==> src/rtl/div_pkg.sv <==
// ============================================================================
// Module  : div_pkg
// Purpose : Shared state encoding and default width for the sequential divider.
// Revision: 1.0
// ============================================================================
`default_nettype none

package div_pkg;

  localparam int DIV_W = 8;

  typedef enum logic [1:0] {
    IDLE = 2'd0,
    RUN  = 2'd1,
    DONE = 2'd2
  } state_e;

endpackage : div_pkg

`default_nettype wire

==> src/rtl/full_subtractor_nb.sv <==
// ============================================================================
// Module  : full_subtractor_nb
// Purpose : n-bit ripple-borrow subtractor, diff = a - b - bin.
// Revision: 1.0
// ============================================================================
`default_nettype none

module full_subtractor_nb #(
  parameter int n = 9
) (
  input  logic [n-1:0] a,
  input  logic [n-1:0] b,
  input  logic         bin,
  output logic [n-1:0] diff,
  output logic         bout
);

  logic [n:0] w_br;

  assign w_br[0] = bin;

  generate
    for (genvar i = 0; i < n; i++) begin : g_bit
      assign diff[i]    = a[i] ^ b[i] ^ w_br[i];
      assign w_br[i+1]  = (~a[i] & b[i]) | (~(a[i] ^ b[i]) & w_br[i]);
    end
  endgenerate

  assign bout = w_br[n];

endmodule : full_subtractor_nb

`default_nettype wire

==> src/rtl/divider_seq.sv <==
// ============================================================================
// Module  : divider_seq
// Purpose : Unsigned restoring divider, one quotient bit per clock.
// Revision: 1.0
// ============================================================================
`default_nettype none

module divider_seq
  import div_pkg::*;
#(
  parameter int N = DIV_W
) (
  input  logic         clk,
  input  logic         rst_n,
  input  logic         start,
  input  logic [N-1:0] dividend,
  input  logic [N-1:0] divisor,
  output logic         busy,
  output logic         done,
  output logic [N-1:0] quotient,
  output logic [N-1:0] remainder,
  output logic         div_by_zero
);

  localparam int CW = $clog2(N + 1);

  state_e         state_q, state_d;
  logic [N-1:0]   dvd_q, dvd_d;
  logic [N-1:0]   dvs_q, dvs_d;
  logic [N-1:0]   quo_q, quo_d;
  logic [N:0]     rem_q, rem_d;
  logic [CW-1:0]  cnt_q, cnt_d;
  logic           dbz_q, dbz_d;

  logic [N:0]     w_shift;
  logic [N:0]     w_diff;
  logic           w_bout;

  // Top bit of the shifted remainder drops out; it is always zero after a step.
  assign w_shift = (rem_q << 1) | {{N{1'b0}}, dvd_q[N-1]};

  full_subtractor_nb #(
    .n (N + 1)
  ) u_sub (
    .a    (w_shift),
    .b    ({1'b0, dvs_q}),
    .bin  (1'b0),
    .diff (w_diff),
    .bout (w_bout)
  );

  always_ff @(posedge clk or negedge rst_n) begin
    if (!rst_n) begin
      state_q <= IDLE;
    end else begin
      state_q <= state_d;
    end
  end

  always_ff @(posedge clk or negedge rst_n) begin
    if (!rst_n) begin
      dvd_q <= '0;
      dvs_q <= '0;
      quo_q <= '0;
      rem_q <= '0;
      cnt_q <= '0;
      dbz_q <= 1'b0;
    end else begin
      dvd_q <= dvd_d;
      dvs_q <= dvs_d;
      quo_q <= quo_d;
      rem_q <= rem_d;
      cnt_q <= cnt_d;
      dbz_q <= dbz_d;
    end
  end

  always_comb begin
    state_d = state_q;
    dvd_d   = dvd_q;
    dvs_d   = dvs_q;
    quo_d   = quo_q;
    rem_d   = rem_q;
    cnt_d   = cnt_q;
    dbz_d   = dbz_q;

    case (state_q)
      IDLE: begin
        if (start) begin
          dvd_d = dividend;
          dvs_d = divisor;
          quo_d = '0;
          rem_d = '0;
          cnt_d = CW'(N);
          dbz_d = 1'b0;
          if (divisor == '0) begin
            quo_d   = '1;
            rem_d   = {1'b0, dividend};
            dbz_d   = 1'b1;
            state_d = DONE;
          end else begin
            state_d = RUN;
          end
        end
      end

      RUN: begin
        dvd_d = dvd_q << 1;
        quo_d = {quo_q[N-2:0], ~w_bout};
        rem_d = w_bout ? w_shift : w_diff;
        if (cnt_q != '0) begin
          cnt_d = cnt_q - CW'(1);
        end
        if (cnt_q <= CW'(1)) begin
          state_d = DONE;
        end
      end

      DONE: begin
        state_d = IDLE;
      end

      default: begin
        state_d = IDLE;
      end
    endcase
  end

  assign busy        = (state_q != IDLE);
  assign done        = (state_q == DONE);
  assign quotient    = quo_q;
  assign remainder   = rem_q[N-1:0];
  assign div_by_zero = dbz_q;

endmodule : divider_seq

`default_nettype wire

==> config.mk <==
export PLATFORM = sky130hd
export DESIGN_NAME = divider_seq
export DESIGN_NICKNAME = d
export VERILOG_FILES = /design/src/rtl/div_pkg.sv /design/src/rtl/full_subtractor_nb.sv /design/src/rtl/divider_seq.sv
export SDC_FILE = /design/constraint.sdc
export NUM_CORES = 1
export LEC_CHECK = 0
export CORE_UTILIZATION = 35
export DETAILED_ROUTE_END_ITERATION = 12
export GPL_TIMING_DRIVEN = 0
export PLACE_DENSITY = 0.69
export SYNTH_ARGS = -nofsm -noshare
export SYNTH_HDL_FRONTEND = slang
export SYNTH_HIERARCHICAL = 1
export SYNTH_SLANG_ARGS = --single-unit
==> constraint.sdc <==
create_clock -name clk -period 4.9 [get_ports clk]
set_input_delay 0.98 -clock clk [delete_from_list [all_inputs] [get_ports clk]]
set_output_delay 0.98 -clock clk [all_outputs]
set_load 0.1 [all_outputs]
==> flow_metrics.py, run 1 <==
metrics = {
    "status": {
        "status": "completed",
    },
    "synthesis": {
        "synth.cells.most_frequent": "47 x sky130_fd_sc_hd__nand2_1, 39 x sky130_fd_sc_hd__dfrtp_1, 22 x sky130_fd_sc_hd__inv_1, 9 x sky130_fd_sc_hd__a21oi_1, 9 x sky130_fd_sc_hd__fa_1",
        "post-synth-top-area-cell": "sky130_fd_sc_hd__dfrtp_1",
        "ys_ff_latch": 39,
        "netlist-cell-type-count": 37,
        "post-synth-top-count-cell": "sky130_fd_sc_hd__nand2_1",
        "post_synthesis_cells": 209,
        "synth-warning-count": 6,
        "synthArstFlopShare": 1.00,
        "synth.top_cell.area_share": 0.457,
        "post_synth.cell_area_avg_um2": 10.2,
        "synth_top_flop_cell": "sky130_fd_sc_hd__dfrtp_1",
        "ys_seq_area_frac": 0.457,
        "post_synth_instance_area_mm2": 0.00213,
        "leading_post_synthesis_cells_by_cell_area": "sky130_fd_sc_hd__dfrtp_1 46%, sky130_fd_sc_hd__fa_1 8.4%, sky130_fd_sc_hd__nand2_1 8.3%",
        "synth-edff-count": 0,
    },
    "setup_path": {
        "cp_max_fo": 9,
        "timing.critical_path.to_type": "flop",
        "worst-endpoint-required_ns": 5.08,
        "critical_path_arrival_ns": 4.75,
        "worst_setup_path_start_kind": "flop",
        "timing.setup.critical_path_class": "reg -> reg",
    },
    "clocking": {
        "cts-hold-fix-buffers": 0,
        "post_cts.resized_instances": 0,
        "h-tree-depth": 2,
        "cts_made_buffers": 5,
        "clock_tree.buffer_depth": 2,
        "cts_setup_buffers": 0,
        "insertion_delay_ns": 0.29,
        "cts.reportedPaths.clkPinSlew_ns": 0.08,
        "root_buffer": "sky130_fd_sc_hd__clkbuf_8",
        "tritoncts_num_sinks": 39,
        "tritoncts": "built",
    },
    "drt": {
        "detailed_route_wire_length_um": 4830,
        "dr.first_iter.drc_count": 110,
        "via_count": 1673,
        "route.detailed.wl_per_inst_um": 14.6,
        "antenna_violating_nets_post_route": 0,
        "via_per_inst": 5.05,
        "drc": 0,
        "drt_first_pass_iters": 4,
    },
    "global_route": {
        "grt_pass1_wl_um": 7820,
        "grt-ovfl-total": 0,
        "grt_start_max_net_pins": 33,
        "grt_usage": 0.165,
        "grt_antenna_before_repair": 0,
        "grt_pass1_vias": 1607,
    },
    "timing": {
        "layout_worst_path_cycle_share": 0.934,
        "setup-violations-final": 0,
        "setup_tns_final_ns": 0,
        "timing.final.crit_period_ns": 4.58,
        "grt_setup_unrepaired": "false",
        "worst_clock_skew_ns": 0.00783,
        "hold_viol_final": 0,
        "timing.max_slew.rel_slack": 0.348,
        "maxClockFrequency_mhz": 218,
        "worst_slew_pin_slew_ns": 0.975,
        "maxSlewViolCount": 0,
    },
    "floorplan": {
        "std_cell_rows": 28,
        "chipWidth_um": 80.1,
        "die_area_mm2": 0.00642,
        "die_h_um": 80.1,
        "floorplan.initialDensity": 0.363,
        "io_pins": 38,
        "fp.coreArea_mm2": 0.00589,
    },
    "placed_design": {
        "port-buffer-count": 37,
        "placer_congestion_estimate": 0.808,
        "hpwl_um": 3600,
    },
    "worst_hold_path": {
        "min_path_type": "reg -> reg",
    },
    "finish": {
        "area_delta_synth_final_pct": 26.6,
        "fillers": 567,
        "num_antenna_cells": 0,
        "layout_nets": 286,
        "drive_gt1_frac": 0.102,
    },
    "flow_run": {
        "max_capacitance_violation_count": 0,
    },
}
[cell type report]
type	instances	area, µm²	share of cell area
tap	75	93.8	0.0347
buffer	10	56.3	0.0208
inverter	22	82.6	0.0306
sequential	39	976	0.361
multi-input combinational	139	1020	0.379
clock inverter	3	15.0	0.00556
timing repair buffer	38	385	0.143
clock buffer	5	68.8	0.0255
[critical path, stage by stage (launching register included)]
cell	delay, ns
sky130_fd_sc_hd__dfrtp_1	0.38
sky130_fd_sc_hd__inv_1	0.07
sky130_fd_sc_hd__fa_1	0.17
sky130_fd_sc_hd__inv_1	0.05
sky130_fd_sc_hd__fa_1	0.39
sky130_fd_sc_hd__fa_1	0.40
sky130_fd_sc_hd__fa_1	0.39
sky130_fd_sc_hd__fa_1	0.38
sky130_fd_sc_hd__fa_1	0.39
sky130_fd_sc_hd__fa_1	0.40
sky130_fd_sc_hd__fa_1	0.36
sky130_fd_sc_hd__inv_1	0.07
sky130_fd_sc_hd__fa_1	0.15
sky130_fd_sc_hd__inv_1	0.03
sky130_fd_sc_hd__clkbuf_1	0.25
sky130_fd_sc_hd__mux2_2	0.35
sky130_fd_sc_hd__a21oi_1	0.15
sky130_fd_sc_hd__a2bb2oi_1	0.08
[per-layer routing]
| metal | track usage | wire length (µm) |
|---|---|---|
| met3 | 0.0455 | 201 |
| met2 | 0.274 | 2350 |
| met4 | 0.0464 | 44 |
| met5 | 0 | 0 |
| met1 | 0.209 | 2230 |
[final timing paths]
path | endpoint | cells past startpoint | from | slack, ns
max in group asynchronous | cnt_q[1]$_DFFE_PN0P_ | 2 | rst_n | 3.93
hold / removal | div_by_zero$_DFFE_PN0P_ | 1 | div_by_zero$_DFFE_PN0P_ | 0.48
hold reg to reg | div_by_zero$_DFFE_PN0P_ | 1 | div_by_zero$_DFFE_PN0P_ | 0.48
min in group asynchronous | dvs_q[5]$_DFFE_PN0P_ | 1 | rst_n | 0.53
setup / recovery | rem_q[6]$_DFFE_PN0P_ | 17 | dvs_q[0]$_DFFE_PN0P_ | 0.32
setup reg to reg | rem_q[6]$_DFFE_PN0P_ | 17 | dvs_q[0]$_DFFE_PN0P_ | 0.32
[cells in the final DEF (no fill, tap or decap), drive strengths merged, types with 6 or more instances in the layout]
master | netlist | final
dfrtp | 39 | 39
a2bb2oi | 6 | 6
inv | 22 | 22
a221o | 7 | 7
nand4b | 6 | 6
a22oi | 7 | 7
clkbuf | 5 | 10
a21oi | 9 | 9
mux2 | 6 | 6
fa | 9 | 9
buf | 5 | 7
nand2 | 47 | 47
clkdlybuf4s50 | 0 | 36
[per-stage QoR]
stage	setup WS [ns]	util	instances	cell area, µm²	hold WS (ns)
final	0.322	0.459	331	2700	0.480
after global routing	0.0829	0.459	331	2700	0.510
after CTS	0.297	0.459	331	2700	0.486
after detailed placement	0.291	0.445	323	2620	0.467
after global placement	0.334	0.442	322	2600	0.460
after floorplan	0.0360	-	210	2140	0.446
[sequential cells by signal, indices dropped and copies added (netlist names)]
| register | flops |
|---|---|
| cnt_q | 4 |
| div_by_zero | 1 |
| dvd_q | 8 |
| dvs_q | 8 |
| quotient | 8 |
| rem_q | 8 |
| state_q | 2 |
[cell families (layout without fill, tap and decap cells)]
| logic type | Yosys count | in the layout | synth area share |
|---|---|---|---|
| AO/OA/AOI/OAI | 38 | 38 | 0.134 |
| AND/OR/NAND/NOR | 76 | 76 | 0.185 |
| adder cells (fa/ha/maj) | 12 | 12 | 0.102 |
| multiplexers | 11 | 11 | 0.0551 |
| flip-flops | 39 | 39 | 0.457 |
| buffers and inverters | 32 | 78 | 0.0651 |
| other | 1 | 2 | 0.00176 |
Power of run 1 is not shown: default switching activity piles up to over one toggle a cycle in this logic, so the estimate is an artifact.
==> run 2, diff against run 1 <==
- CORE_ASPECT_RATIO: default -> 1.4
==> flow_metrics.py, run 2 (synthesis gave the netlist of run 1 again) <==
metrics = {
    "floorplan": {
        "fp.coreArea_mm2": 0.00586,
        "die_h_um": 94.4,
        "die_area_mm2": 0.00642,
        "io_pins": 38,
        "std_cell_rows": 33,
        "floorplan.initialDensity": 0.364,
        "chipWidth_um": 68,
    },
    "global_route": {
        "grt_pass1_wl_um": 8120,
        "grt-ovfl-total": 0,
        "grt_antenna_before_repair": 0,
        "grt_pass1_vias": 1692,
        "grt_start_max_net_pins": 40,
        "grt_usage": 0.174,
    },
    "finish": {
        "layout.cells.most_common_list": "47 x sky130_fd_sc_hd__nand2_1, 39 x sky130_fd_sc_hd__dfrtp_1, 36 x sky130_fd_sc_hd__clkdlybuf4s50_1",
        "mostFrequentLayoutCell": "sky130_fd_sc_hd__nand2_1",
        "fillers": 586,
        "area_delta_synth_final_pct": 25.9,
        "layout.cell_area.non_filler_mm2": 0.00269,
        "layout_nets": 284,
        "drive_gt1_frac": 0.0945,
        "num_antenna_cells": 0,
    },
    "setup_path": {
        "timing.critical_path.mode_cell": "sky130_fd_sc_hd__fa_1",
        "timing.rr.end": "rem_q[5]$_DFFE_PN0P_",
        "worst_r2r_startpoint": "dvs_q[0]$_DFFE_PN0P_",
        "worst_setup_path_endpoint": "rem_q[5]$_DFFE_PN0P_",
        "worst_setup_path_start_kind": "flop",
        "longest_individual_stage_delay_on_the_worst_path_ns": 0.40,
        "crit_slowest_cell": "sky130_fd_sc_hd__fa_1",
        "worst-endpoint-required_ns": 5.07,
        "crit_start": "dvs_q[0]$_DFFE_PN0P_",
        "timing.critical_path.to_type": "flop",
        "setup.reg_to_reg.worst_slack_ns": 0.33,
        "timing.setup.critical_path_class": "reg -> reg",
        "reg2reg_depth": 16,
        "cp_max_fo": 9,
        "path_cells": "inv_1 > fa_1 > inv_1 > fa_1 > fa_1 > fa_1 > fa_1 > fa_1 > fa_1 > fa_1 > inv_1 > fa_1 > inv_1 > mux2_2 > a21oi_1 > a2bb2oi_1",
        "critical_path_arrival_ns": 4.75,
    },
    "timing": {
        "timing.final.crit_period_ns": 4.57,
        "setup_tns_final_ns": 0,
        "grt_setup_unrepaired": "false",
        "hold_viol_final": 0,
        "worst_slew_pin_slew_ns": 0.967,
        "finalHoldWorstSlack_ns": 0.481,
        "maxClockFrequency_mhz": 219,
        "maxSlewViolCount": 0,
        "layout_worst_path_cycle_share": 0.933,
        "setup-violations-final": 0,
        "timing.max_slew.rel_slack": 0.353,
        "worst_clock_skew_ns": 0.00681,
    },
    "drt": {
        "dr.first_iter.drc_count": 79,
        "route.detailed.wl_per_inst_um": 15.4,
        "drc": 0,
        "drt_first_pass_iters": 4,
        "via_per_inst": 5.06,
        "detailed_route_wire_length_um": 4980,
        "antenna_violating_nets_post_route": 0,
        "via_count": 1641,
    },
    "clocking": {
        "cts_setup_buffers": 0,
        "root_buffer": "sky130_fd_sc_hd__clkbuf_8",
        "cts_made_buffers": 5,
        "cts-hold-fix-buffers": 0,
        "h-tree-depth": 2,
        "clock_tree.buffer_depth": 2,
        "cts.reportedPaths.clkPinSlew_ns": 0.07,
        "tritoncts": "built",
        "tritoncts_num_sinks": 39,
        "post_cts.resized_instances": 0,
        "insertion_delay_ns": 0.29,
    },
    "placed_design": {
        "placer_congestion_estimate": 0.776,
        "post_dp_cell_area_mm2": 0.00259,
        "hpwl_um": 3690,
        "port-buffer-count": 37,
    },
    "flow_run": {
        "max_capacitance_violation_count": 0,
    },
    "worst_hold_path": {
        "min_path_type": "reg -> reg",
        "timing.hold.worst.start": "dvd_q[1]$_DFFE_PN0P_",
    },
    "status": {
        "status": "completed",
    },
}
-- run 2: cell types whose count changed in the layout (fill, tap and decap cells not counted) --
cell / before / now
sky130_fd_sc_hd__buf_12: 1 / 0
sky130_fd_sc_hd__clkbuf_8: 5 / 7
sky130_fd_sc_hd__clkinv_2: 3 / 0
-- run 2: critical path, delay by kind of cell (launching register included) --
family                   cells  cell delay [ns]
adder cells (fa/ha/maj)      9             3.09
buffers and inverters        4             0.40
flip-flops                   1             0.38
multiplexers                 1             0.34
AO/OA/AOI/OAI                2             0.25
-- run 2: layout make-up --
class,instances,area [µm²],share of cell area
Tap cell,70,87.6,0.0326
Multi-Input combinational cell,139,1020,0.381
Clock buffer,8,100,0.0372
Timing Repair Buffer,37,365,0.136
Buffer,9,52.6,0.0196
Sequential cell,39,976,0.363
Inverter,22,82.6,0.0307
-- run 2: worst min-delay path by stage --
stage                            to  slack (ns)  cells after the start
2_1_floorplan  dvs_q[0]$_DFFE_PN0P_        0.45                      2
3_3_place_gp   dvd_q[6]$_DFFE_PN0P_        0.46                      2
3_5_place_dp   dvd_q[1]$_DFFE_PN0P_        0.46                      2
4_1_cts        dvd_q[1]$_DFFE_PN0P_        0.48                      2
5_1_grt        dvd_q[5]$_DFFE_PN0P_        0.51                      2
6_report       dvd_q[1]$_DFFE_PN0P_        0.48                      2
-- run 2: stage by stage --
step	std cells	util	setup slack, ns
floorplan	210	-	0.0360
global placement	317	0.443	0.307
detailed placement	317	0.442	0.173
CTS	325	0.459	0.167
global route	324	0.458	0.0531
finish	324	0.458	0.326
-- run 2: metal layers --
layer  GRT usage  vias to the layer above  routed length (µm)
li1            -                      798                   -
met1       0.220                      795                2140
met2       0.283                       41                2540
met3      0.0399                        7                 226
met4      0.0642                        0                  74
met5           0                        -                   0
Power of run 2 is left out for the same reason.
==> run 3, diff against run 2 <==
- SLEW_MARGIN: default -> 20
==> flow_metrics.py, run 3 (synthesis gave the netlist of run 1 again) <==
metrics = {
    "finish": {
        "mostFrequentLayoutCell": "sky130_fd_sc_hd__nand2_1",
        "area_delta_synth_final_pct": 26.8,
        "drive_gt1_frac": 0.0980,
        "num_antenna_cells": 0,
        "layout_nets": 285,
        "layout.cells.most_common_list": "47 x sky130_fd_sc_hd__nand2_1, 39 x sky130_fd_sc_hd__dfrtp_1, 36 x sky130_fd_sc_hd__clkdlybuf4s50_1",
    },
    "placed_design": {
        "hpwl_um": 3710,
        "port-buffer-count": 37,
        "preCtsSetupSlack_ns": 0.201,
        "placer_congestion_estimate": 0.776,
    },
    "drt": {
        "dr.first_iter.drc_count": 72,
        "via_per_inst": 5.12,
        "antenna_violating_nets_post_route": 0,
        "drc": 0,
        "drt_first_pass_iters": 4,
        "route.detailed.wl_per_inst_um": 15.2,
        "detailed_route_wire_length_um": 4950,
        "via_count": 1663,
    },
    "clocking": {
        "cts-hold-fix-buffers": 0,
        "cts_setup_buffers": 0,
        "cts.reportedPaths.clkPinSlew_ns": 0.08,
        "tritoncts": "built",
        "clock_tree.buffer_depth": 2,
        "h-tree-depth": 2,
        "root_buffer": "sky130_fd_sc_hd__clkbuf_8",
        "cts_made_buffers": 5,
        "insertion_delay_ns": 0.29,
        "tritoncts_num_sinks": 39,
        "post_cts.resized_instances": 0,
    },
    "timing": {
        "maxSlewViolCount": 0,
        "worst_slew_pin_slew_ns": 0.970,
        "worst_clock_skew_ns": 0.00767,
        "timing.final.crit_period_ns": 4.55,
        "layout_worst_path_cycle_share": 0.929,
        "hold_viol_final": 0,
        "setup_ws_ns": 0.350,
        "setup_tns_final_ns": 0,
        "timing.max_slew.rel_slack": 0.352,
        "maxClockFrequency_mhz": 220,
        "setup-violations-final": 0,
        "grt_setup_unrepaired": "false",
    },
    "setup_path": {
        "crit_slowest_cell": "sky130_fd_sc_hd__fa_1",
        "longest_individual_stage_delay_on_the_worst_path_ns": 0.40,
        "worst_setup_path_start_kind": "flop",
        "critical_path_arrival_ns": 4.73,
        "worst-endpoint-required_ns": 5.08,
        "path_cells": "inv_1 > fa_1 > inv_1 > fa_1 > fa_1 > fa_1 > fa_1 > fa_1 > fa_1 > fa_1 > inv_1 > fa_1 > inv_1 > mux2_2 > a21oi_1 > a2bb2oi_1",
        "cp_max_fo": 9,
        "timing.critical_path.to_type": "flop",
        "reg2reg_depth": 16,
        "critical_path_cell_count": 16,
        "timing.critical_path.mode_cell": "sky130_fd_sc_hd__fa_1",
        "setup.reg_to_reg.worst_slack_ns": 0.35,
        "worst-path-buf-inv": 4,
        "timing.setup.critical_path_class": "reg -> reg",
        "worst_path_dominant_cell_family": "adder cells",
    },
    "global_route": {
        "grt_antenna_before_repair": 0,
        "grt_usage": 0.172,
        "grt-ovfl-total": 0,
        "grt_start_max_net_pins": 28,
        "grt_pass1_vias": 1663,
        "grt_pass1_wl_um": 8070,
    },
    "floorplan": {
        "floorplan.initialDensity": 0.364,
        "die_area_mm2": 0.00642,
        "std_cell_rows": 33,
        "io_pins": 38,
        "fp.coreArea_mm2": 0.00586,
        "die_h_um": 94.4,
        "chipWidth_um": 68,
    },
    "worst_hold_path": {
        "min_path_type": "reg -> reg",
        "hold-path-cell-count": 1,
    },
    "flow_run": {
        "max_capacitance_violation_count": 0,
    },
    "status": {
        "status": "completed",
    },
}
run 3: worst paths after layout:
kind | from | to
min | div_by_zero$_DFFE_PN0P_ | div_by_zero$_DFFE_PN0P_
max | dvs_q[0]$_DFFE_PN0P_ | rem_q[5]$_DFFE_PN0P_
max reg2reg | dvs_q[0]$_DFFE_PN0P_ | rem_q[5]$_DFFE_PN0P_
min reg2reg | div_by_zero$_DFFE_PN0P_ | div_by_zero$_DFFE_PN0P_
min in group asynchronous | rst_n | dvd_q[2]$_DFFE_PN0P_
max in group asynchronous | rst_n | cnt_q[3]$_DFFE_PN0P_
run 3: metal layers:
layer  GRT usage  share of wire  wire length [µm]  vias up
li1            -              -                 -      801
met1       0.217           0.43              2130      819
met5           0              0                 0        -
met2       0.284           0.51              2520       37
met4      0.0503          0.011                55        0
met3      0.0435          0.048               237        6
run 3: layout make-up:
type	instances	area (µm²)
Buffer	9	52.6
Clock buffer	8	100
Fill cell	579	3160
Inverter	22	82.6
Multi-Input combinational cell	139	1020
Sequential cell	39	976
Tap cell	70	87.6
Timing Repair Buffer	38	385
run 3: stage by stage:
stage	cell area (µm²)	instances	utilization	hold WS [ns]
final	2710	325	0.462	0.484
after detailed placement	2610	318	0.445	0.464
after global routing	2710	325	0.462	0.519
after floorplan	2140	210	-	0.446
after CTS	2710	326	0.462	0.486
after global placement	2600	317	0.443	0.458
run 3: worst reg2reg max path, cell delays in order (launching register included):
cell and delay, ns:
sky130_fd_sc_hd__dfrtp_1 0.39, sky130_fd_sc_hd__inv_1 0.08, sky130_fd_sc_hd__fa_1 0.18, sky130_fd_sc_hd__inv_1 0.05, sky130_fd_sc_hd__fa_1 0.38, sky130_fd_sc_hd__fa_1 0.40, sky130_fd_sc_hd__fa_1 0.40, sky130_fd_sc_hd__fa_1 0.40
sky130_fd_sc_hd__fa_1 0.40, sky130_fd_sc_hd__fa_1 0.40, sky130_fd_sc_hd__fa_1 0.37, sky130_fd_sc_hd__inv_1 0.07, sky130_fd_sc_hd__fa_1 0.15, sky130_fd_sc_hd__inv_1 0.19, sky130_fd_sc_hd__mux2_2 0.34, sky130_fd_sc_hd__a21oi_1 0.16
sky130_fd_sc_hd__a2bb2oi_1 0.09
Power of run 3 is left out for the same reason.
